`config.mk`:
```
export PLATFORM = sky130hd
export DESIGN_NAME = branch_predictor
export DESIGN_NICKNAME = d
export VERILOG_FILES = /design/src/rtl/bp_pkg.sv /design/src/rtl/sat_counter.sv /design/src/rtl/branch_predictor.sv
export SDC_FILE = /design/constraint.sdc
export NUM_CORES = 2
export LEC_CHECK = 0
export ABC_AREA = 1
export BUFFER_PORTS_ARGS = -buffer_cell sky130_fd_sc_hd__clkbuf_2
export CAP_MARGIN = 20
export CELL_PAD_IN_SITES_DETAIL_PLACEMENT = 0
export CELL_PAD_IN_SITES_GLOBAL_PLACEMENT = 1
export CORE_AREA = 2 2 528 268
export DETAILED_ROUTE_END_ITERATION = 7
export DIE_AREA = 0 0 530 270
export PLACE_DENSITY = 0.48
export SLEW_MARGIN = 20
export SYNTH_ARGS = -nofsm -noshare
export SYNTH_HDL_FRONTEND = slang
export SYNTH_SLANG_ARGS = --single-unit
```
`constraint.sdc`:
```
create_clock -name clk -period 24 [get_ports clk]
set_input_delay 1.2 -clock clk [delete_from_list [all_inputs] [get_ports clk]]
set_output_delay 1.2 -clock clk [all_outputs]
set_load 0.05 [all_outputs]
```
`src/rtl/bp_pkg.sv`:
```
// Branch predictor shared definitions.
// Counter constants and PC field extraction helpers.
package bp_pkg;

  localparam int PC_INC = 4;

  // Strongest taken value of a WID-bit direction counter.
  function automatic int unsigned cnt_max(input int wid);
    return (32'd1 << wid) - 32'd1;
  endfunction

  // Lowest counter value that predicts taken.
  function automatic int unsigned weak_taken(input int wid);
    return 32'd1 << (wid - 1);
  endfunction

  // Highest counter value that predicts not-taken.
  function automatic int unsigned weak_not_taken(input int wid);
    return (32'd1 << (wid - 1)) - 32'd1;
  endfunction

  // Table index: word-aligned low PC bits.
  function automatic logic [63:0] pc_idx(
    input logic [63:0] pc,
    input int          idx_wid
  );
    return (pc >> 2) & ((64'd1 << idx_wid) - 64'd1);
  endfunction

  // Stored tag: PC bits directly above the index.
  function automatic logic [63:0] pc_tag(
    input logic [63:0] pc,
    input int          idx_wid,
    input int          tag_wid
  );
    return (pc >> (idx_wid + 2)) & ((64'd1 << tag_wid) - 64'd1);
  endfunction

endpackage

```
`src/rtl/sat_counter.sv`:
```
// Saturating counter next-value step.
// Up/down clamp at 0 and max; force_max jumps to max.
module sat_counter #(
  parameter int WID = 2
) (
  input  logic [WID-1:0] cur,
  input  logic           inc,
  input  logic           dec,
  input  logic           force_max,
  output logic [WID-1:0] nxt
);

  localparam logic [WID-1:0] MAX = '1;

  // Pick the next value; callers keep inc/dec/force_max exclusive.
  always_comb begin
    nxt = cur;
    unique case (1'b1)
      force_max: nxt = MAX;
      inc:       nxt = (cur == MAX) ? cur : cur + 1'b1;
      dec:       nxt = (cur == '0) ? cur : cur - 1'b1;
      default:   nxt = cur;
    endcase
  end

endmodule

```
`src/rtl/branch_predictor.sv`:
```
// Direct-mapped BTB with per-entry direction counters.
// Combinational lookup, registered update, saturating stats.
module branch_predictor
  import bp_pkg::*;
#(
  parameter int PC_WID   = 32,
  parameter int ENTRIES  = 16,
  parameter int TAG_WID  = 8,
  parameter int CNT_WID  = 2,
  parameter int STAT_WID = 16,
  parameter int ENABLE   = 1
) (
  input  logic                clk,
  input  logic                rst,
  input  logic [PC_WID-1:0]   lookup_pc,
  output logic                predict_taken,
  output logic [PC_WID-1:0]   predict_target,
  input  logic                upd_valid,
  input  logic [PC_WID-1:0]   upd_pc,
  input  logic                upd_taken,
  input  logic [PC_WID-1:0]   upd_target,
  input  logic                upd_is_branch,
  input  logic                upd_mispredict,
  output logic [STAT_WID-1:0] stat_updates,
  output logic [STAT_WID-1:0] stat_mispredicts
);

  localparam int IDX_WID = $clog2(ENTRIES);

  localparam logic [CNT_WID-1:0] CNT_MAX =
    CNT_WID'(cnt_max(CNT_WID));
  localparam logic [CNT_WID-1:0] WEAK_T =
    CNT_WID'(weak_taken(CNT_WID));
  localparam logic [CNT_WID-1:0] WEAK_NT =
    CNT_WID'(weak_not_taken(CNT_WID));

  typedef struct packed {
    logic               valid;
    logic [TAG_WID-1:0] tag;
    logic [PC_WID-1:0]  target;
    logic [CNT_WID-1:0] cnt;
  } bp_entry_t;

  bp_entry_t tbl [ENTRIES];

  logic [IDX_WID-1:0] l_idx;
  logic [TAG_WID-1:0] l_tag;
  bp_entry_t          l_ent;
  logic               l_hit;

  logic [IDX_WID-1:0] u_idx;
  logic [TAG_WID-1:0] u_tag;
  bp_entry_t          u_ent;
  logic               u_hit;
  logic [CNT_WID-1:0] cnt_nxt;

  logic [STAT_WID-1:0] upd_cnt_nxt;
  logic [STAT_WID-1:0] mis_cnt_nxt;

  // Split both PCs into index and tag.
  always_comb begin
    l_idx = IDX_WID'(pc_idx(64'(lookup_pc), IDX_WID));
    l_tag = TAG_WID'(pc_tag(64'(lookup_pc), IDX_WID, TAG_WID));
    u_idx = IDX_WID'(pc_idx(64'(upd_pc), IDX_WID));
    u_tag = TAG_WID'(pc_tag(64'(upd_pc), IDX_WID, TAG_WID));
  end

  // Zero-latency prediction from pre-update table contents.
  always_comb begin
    l_ent          = tbl[l_idx];
    l_hit          = l_ent.valid && (l_ent.tag == l_tag);
    predict_taken  = (ENABLE != 0) && l_hit && l_ent.cnt[CNT_WID-1];
    predict_target = predict_taken
                   ? l_ent.target
                   : lookup_pc + PC_WID'(PC_INC);
  end

  // Resolved-entry view feeding the counter step.
  always_comb begin
    u_ent = tbl[u_idx];
    u_hit = u_ent.valid && (u_ent.tag == u_tag);
  end

  sat_counter #(.WID(CNT_WID)) u_dir (
    .cur       (u_ent.cnt),
    .inc       (upd_is_branch && upd_taken),
    .dec       (upd_is_branch && !upd_taken),
    .force_max (!upd_is_branch),
    .nxt       (cnt_nxt)
  );

  sat_counter #(.WID(STAT_WID)) u_stat_upd (
    .cur       (stat_updates),
    .inc       (upd_valid),
    .dec       (1'b0),
    .force_max (1'b0),
    .nxt       (upd_cnt_nxt)
  );

  sat_counter #(.WID(STAT_WID)) u_stat_mis (
    .cur       (stat_mispredicts),
    .inc       (upd_valid && upd_mispredict),
    .dec       (1'b0),
    .force_max (1'b0),
    .nxt       (mis_cnt_nxt)
  );

  // Train on hit, allocate on taken miss, ignore not-taken miss.
  always_ff @(posedge clk or posedge rst) begin
    if (rst) begin
      for (int i = 0; i < ENTRIES; i++) begin
        tbl[i] <= '{valid: 1'b0, tag: '0, target: '0, cnt: WEAK_NT};
      end
    end else if (upd_valid) begin
      if (u_hit) begin
        tbl[u_idx].cnt <= cnt_nxt;
        if (upd_taken) tbl[u_idx].target <= upd_target;
      end else if (upd_taken) begin
        tbl[u_idx] <= '{
          valid:  1'b1,
          tag:    u_tag,
          target: upd_target,
          cnt:    upd_is_branch ? WEAK_T : CNT_MAX
        };
      end
    end
  end

  // Saturating debug statistics.
  always_ff @(posedge clk or posedge rst) begin
    if (rst) begin
      stat_updates     <= '0;
      stat_mispredicts <= '0;
    end else begin
      stat_updates     <= upd_cnt_nxt;
      stat_mispredicts <= mis_cnt_nxt;
    end
  end

endmodule

```
# Word-level counts from Yosys, hierarchy flattened
# Cells that the tools add are included.
# op_classes
add_sub_neg,5
order_cmp,3
eq_ne,5
muxes,23
bitwise,4
n_reduce_logical,14
# op_table
cell,count
bitwise mux 688 bit,3
2-to-1 mux 688 bit,3
demux 43 bit (select 4 bit),3
binary-select mux 43 bit (select 4 bit),2
2-to-1 mux 43 bit,5
2-to-1 mux 34 bit,1
adder 16 x 1 -> 16 bit (second input constant),2
adder 32 x 3 -> 32 bit (second input constant),1
== test 16 bit (second input constant),2
2-to-1 mux 32 bit,1
== test 8 bit,2
>= comparator 5 bit (second input constant),2
inverter 4 -> 5 bit,2
logical AND 1 bit,7
2-to-1 mux 2 bit,3
case mux 2 bit (3 select lines),1
AND reduction 2 bit,3
< comparator 5 x 1 -> 1 bit (second input constant),1
adder 2 x 1 -> 2 bit (second input constant),1
== test 2 bit (second input constant),1
logical NOT 1 bit,2
logical NOT 2 bit,1
inverter 1 bit,2
nonzero test 2 bit,1
2 further kinds,2
# totals
regBits,720
inputBits,102
word_cells,120

# Depth between registers and ports, before layout
# depth
ltp_word,11
depth_mapped,21
ltp_nobuf,18

# Cells and area by module
# Synthesis repeated with hierarchy kept, for this count alone.
# hier_totals
hier_cells,4852
hier_area_um2,37309.5
# modules_own_cells
module,n_inst,cells_per_inst,area_per_inst_um2
branch_predictor,1,4283,34368.0
sat_counter (u_stat_mis ...),2,276,1435.1
sat_counter (u_dir),1,17,71.3

# Worst setup path after synthesis
# No wires, ideal clock.
# synth_path
path_type,input to output
startpoint,input port lookup_pc[2]
endpoint,output port predict_target[25]
arrival_time_ns,3.544
t_required_ns,22.800
setup_slack_ns,19.256
path_stages,14
path_cell_list,buf_2 -> inv_2 -> buf_6 -> buf_2 -> nor2_1 -> o211ai_1 -> nand3_1 -> nand2_1 -> xor2_1 -> nand2_1 -> nor2_1 -> nand3_1 -> clkbuf_1 -> o21ai_1
# synth_between
elab_chain_len,8
elab_cells_between_ends,9
# synth_lines
item,line_no,rtl
"start, declared",branch_predictor.sv:15,"input logic [PC_WID-1:0] lookup_pc,"
inverter 4 -> 5 bit (not written as such),branch_predictor.sv:70,l_ent = tbl[l_idx];
binary-select mux 43 bit (select 4 bit),branch_predictor.sv:70,
2-to-1 mux 43 bit (not written as such) (2 in series),branch_predictor.sv:70,
== test 8 bit,branch_predictor.sv:71,l_hit = l_ent.valid && (l_ent.tag == l_tag);
logical AND 1 bit,branch_predictor.sv:71,
logical AND 1 bit,branch_predictor.sv:72,predict_taken = (ENABLE != 0) && l_hit && l_ent.cnt[CNT_WID-1];
2-to-1 mux 32 bit (*),branch_predictor.sv:74,? l_ent.target
"end, declared",branch_predictor.sv:17,"output logic [PC_WID-1:0] predict_target,"
# Mark *: on every way between the ends. The rest lies on a longest branch, timed or not. The select of a mux whose other input is x is not followed.

# Final worst setup path
# layout_path
startpoint,input port lookup_pc[2]
endpoint,output port predict_target[1]
# layout_between
elab_chain_len,8
# layout_lines
item,line_no
inverter 4 -> 5 bit (not written as such) (*),branch_predictor.sv:70
binary-select mux 43 bit (select 4 bit) (*),branch_predictor.sv:70
2-to-1 mux 43 bit (not written as such) (*) (2 in series),branch_predictor.sv:70
== test 8 bit,branch_predictor.sv:71
logical AND 1 bit,branch_predictor.sv:71
logical AND 1 bit,branch_predictor.sv:72
2-to-1 mux 32 bit (*),branch_predictor.sv:74
# Marked as above.

==> run metrics <==
fill cell count=between 15000 and 20000; Tcrit/Tclk final=a little under a third; via count=around 29000; final setup vio count=0; GR Util All Layers=between 10% and 20%; syn_nets=~4300; Switching Power=between 0.001 and 0.0015 W; worst vdd ir=0.0479 mV; Initial DRC Count=between 2000 and 3000; worst relative slew slack=25.2%; skew final=0.0181 ns; Clk pwr share=between 30% and 40%; TritonCTS Buffers=78; cells resized by post-CTS repair=0; Synth cell types=47; Die H=around 270 um; final-report hold violation count=0; PwrDens=86.8 nW/um2; non-filler cells in the finished layout=about 6000; port bufs=between 100 and 150; Max Freq=about 140 MHz; switching part of the total=a little under a third; part of the power in registers=a little under half; initial antenna violation count=5; clock tree from TritonCTS=yes; WL final=about 140 mm; HPWL Detailed=84.2 mm; CP max FO=slightly above 60; Comb pwr share=around 17%; Max Root-Sink Buffers=3; die area=about 140000 um2; Detail Route Antenna Nets=0; first-pass GRT wire length=slightly above 200 mm; drt pass-1 iters=6; Worst setup EP type=output port; min Tclk post-route=slightly above 7 ns; min-delay worst type=reg -> reg; layout cells sized above 1=~9%; Crit Path Category=in -> out; Syn Inst Count=around 4200; Root Buffer=clkbuf_16; fin. max-slew vios=0; Die Wd=roughly 530 um; mapped cell area=about 34000 um2; Max H-tree Level=3; Post-DP Area=36700 um2; Skew-Pair Late Insertion Delay=approximately 0.7 ns; DR WL/cell=between 20 and 25 um; RSZ-0062 raised after global routing=false; worst slack at placement=roughly 17 ns; worst hold stages=2; vias per inst=4.77; num ports=roughly 170; Final WS setup=approximately 17 ns; Post-CTS Setup Inserts=0; leakage=about 18 nW; syn_area_per_cell=8.14 um2; vias in the first global route=about 28000; Internal=0.00232 W; status=finished clean; Worst Setup Start Kind=input port; setup TNS=0 ns; Arrival @ worst endpoint=between 6 and 7 ns; final layout net count=around 4300; core area=approximately 140000 um2; Remaining DRCs=0; Final GP Congestion=approximately 0.84; Seq/Total Area, Yosys=a little over half; worst r2r path cells=14; Yosys warning total=0; Seq cells post-synth=720; Starting Density=between 20% and 30%; Slew @ Worst Pin=around 1.1 ns; largest net degree at the start of global routing=~150; CTS sink cnt=720; GRT overflow=0; row count=97; design area=~39000 um2; DP Cell Count=around 6000; Worst-path clk slew=roughly 0.060 ns; hold_buf cts=0; Max Cap Violations=0; area delta synth->final=14.1%; Worst Path Required=22.80 ns
Yosys cell counts, drive strengths merged:
library cell  count  area, um2
nand3b            2       15.0
a2bb2oi           1       8.76
a21oi            52        260
or3               1       6.26
nor2            192        753
o221ai            3       26.3
a31oi            17        106
nand4            26        169
nor4              4       25.0
xnor2            18        158
dfstp            16        420
a311o             9       90.1
dfrtp           704      17600
clkinv            2       7.51
a221oi           44        385
buf              77        528
xor2             41        359
nor3b             4       35.0
nor3             17       95.1
nand2          1439       5400
a21boi           18        135
inv             194        728
mux2              1       11.3
a311oi            6       52.6
or2               1       6.26
o22ai             8       50.1
nand3           161        943
a22o              3       26.3
o211ai           16        120
ha                3       37.5
a22oi           140       1050
o21ai           788       3950
clkbuf          216        811
layout by cell type (no fill, tap or decap), types with 36 or more instances in the layout:
master / instances
o21ai_0: 759
xor2_1: 41
clkbuf_2: 144
a21oi_1: 52
a22oi_1: 140
buf_4: 36
nand3_1: 150
nand2_1: 1421
inv_1: 188
clkbuf_16: 79
nor2_1: 179
dfrtp_1: 704
a221oi_1: 44
per-layer routing:
metal | vias to the layer above | global-route usage (%) | wire (um)
met1 | 14500 | 31.9 | 76100
met5 | - | 0 | 0
met2 | 747 | 25.5 | 53900
met4 | 0 | 3.61 | 2200
met3 | 123 | 4.61 | 9010
li1 | 14000 | - | -
power by group through the flow:
stage / Sequential [W] / Combinational, W / Clock, W
2_1_floorplan: 0.00160 / 0.000370 / 0
3_3_place_gp: 0.00160 / 0.000564 / 0
3_5_place_dp: 0.00160 / 0.000573 / 0
4_1_cts: 0.00158 / 0.000574 / 0.00129
5_1_grt: 0.00161 / 0.000653 / 0.00134
6_report: 0.00158 / 0.000569 / 0.00125
path summary, 6_finish.rpt:
kind / start / endpoint / slack (ns)
worst max-delay path: lookup_pc[2] / predict_target[1] / 16.74
worst min-delay path: tbl[344] / tbl[344] / 0.47
worst max register to register: tbl[471] / tbl[207] / 20.38
worst min register to register: tbl[344] / tbl[344] / 0.47
max in group asynchronous: rst / tbl[183] / 20.40
min in group asynchronous: rst / tbl[646] / 0.62
cell families after synthesis:
| kind of cell | synth area share (%) |
|---|---|
| mux | 0.0327 |
| xor+xnor | 1.50 |
| simple gates | 21.7 |
| compound gates | 18.2 |
| buf+inv | 6.03 |
| fa+ha+maj | 0.109 |
| flops | 52.5 |
registers in the layout, indices dropped and copies added, names as in the netlist:
signal / cells
stat_mispredicts: 16
tbl: 688
stat_updates: 16
worst max-delay path, cell delays in order:
cell and delay [ns]:
clkbuf_2 0.11, buf_12 0.33, inv_2 0.04, buf_4 0.26, buf_4 0.35, nor2_4 0.62
nand3_1 0.15, nand2_1 0.10, a2bb2oi_1 0.20, nand2_1 0.21, nor3b_1 0.24, nand3_1 0.68
nor2_4 0.81, nand2_1 0.15, nand2_1 0.18, clkbuf_2 0.30
cell type report:
cell class                 count  area, um2  area share, %
clock buffer                 111       2190           5.57
tap                         1881       2350           6.00
sequential                   720      18000           46.0
timing repair buffer         189       1140           2.91
antenna                        3       7.51         0.0191
inverter                     196        746           1.90
clock inverter                30        339          0.864
multi-input combinational   3015      14400           36.8
per-stage QoR:
step	util (%)	hold WS (ns)	total power [W]
2_1_floorplan	-	0.430	0.00197
3_3_place_gp	26.5	0.452	0.00217
3_5_place_dp	26.5	0.457	0.00217
4_1_cts	28.3	0.471	0.00345
5_1_grt	28.3	0.480	0.00361
6_report	28.3	0.469	0.00341
Power figures use the tool's default switching activity.
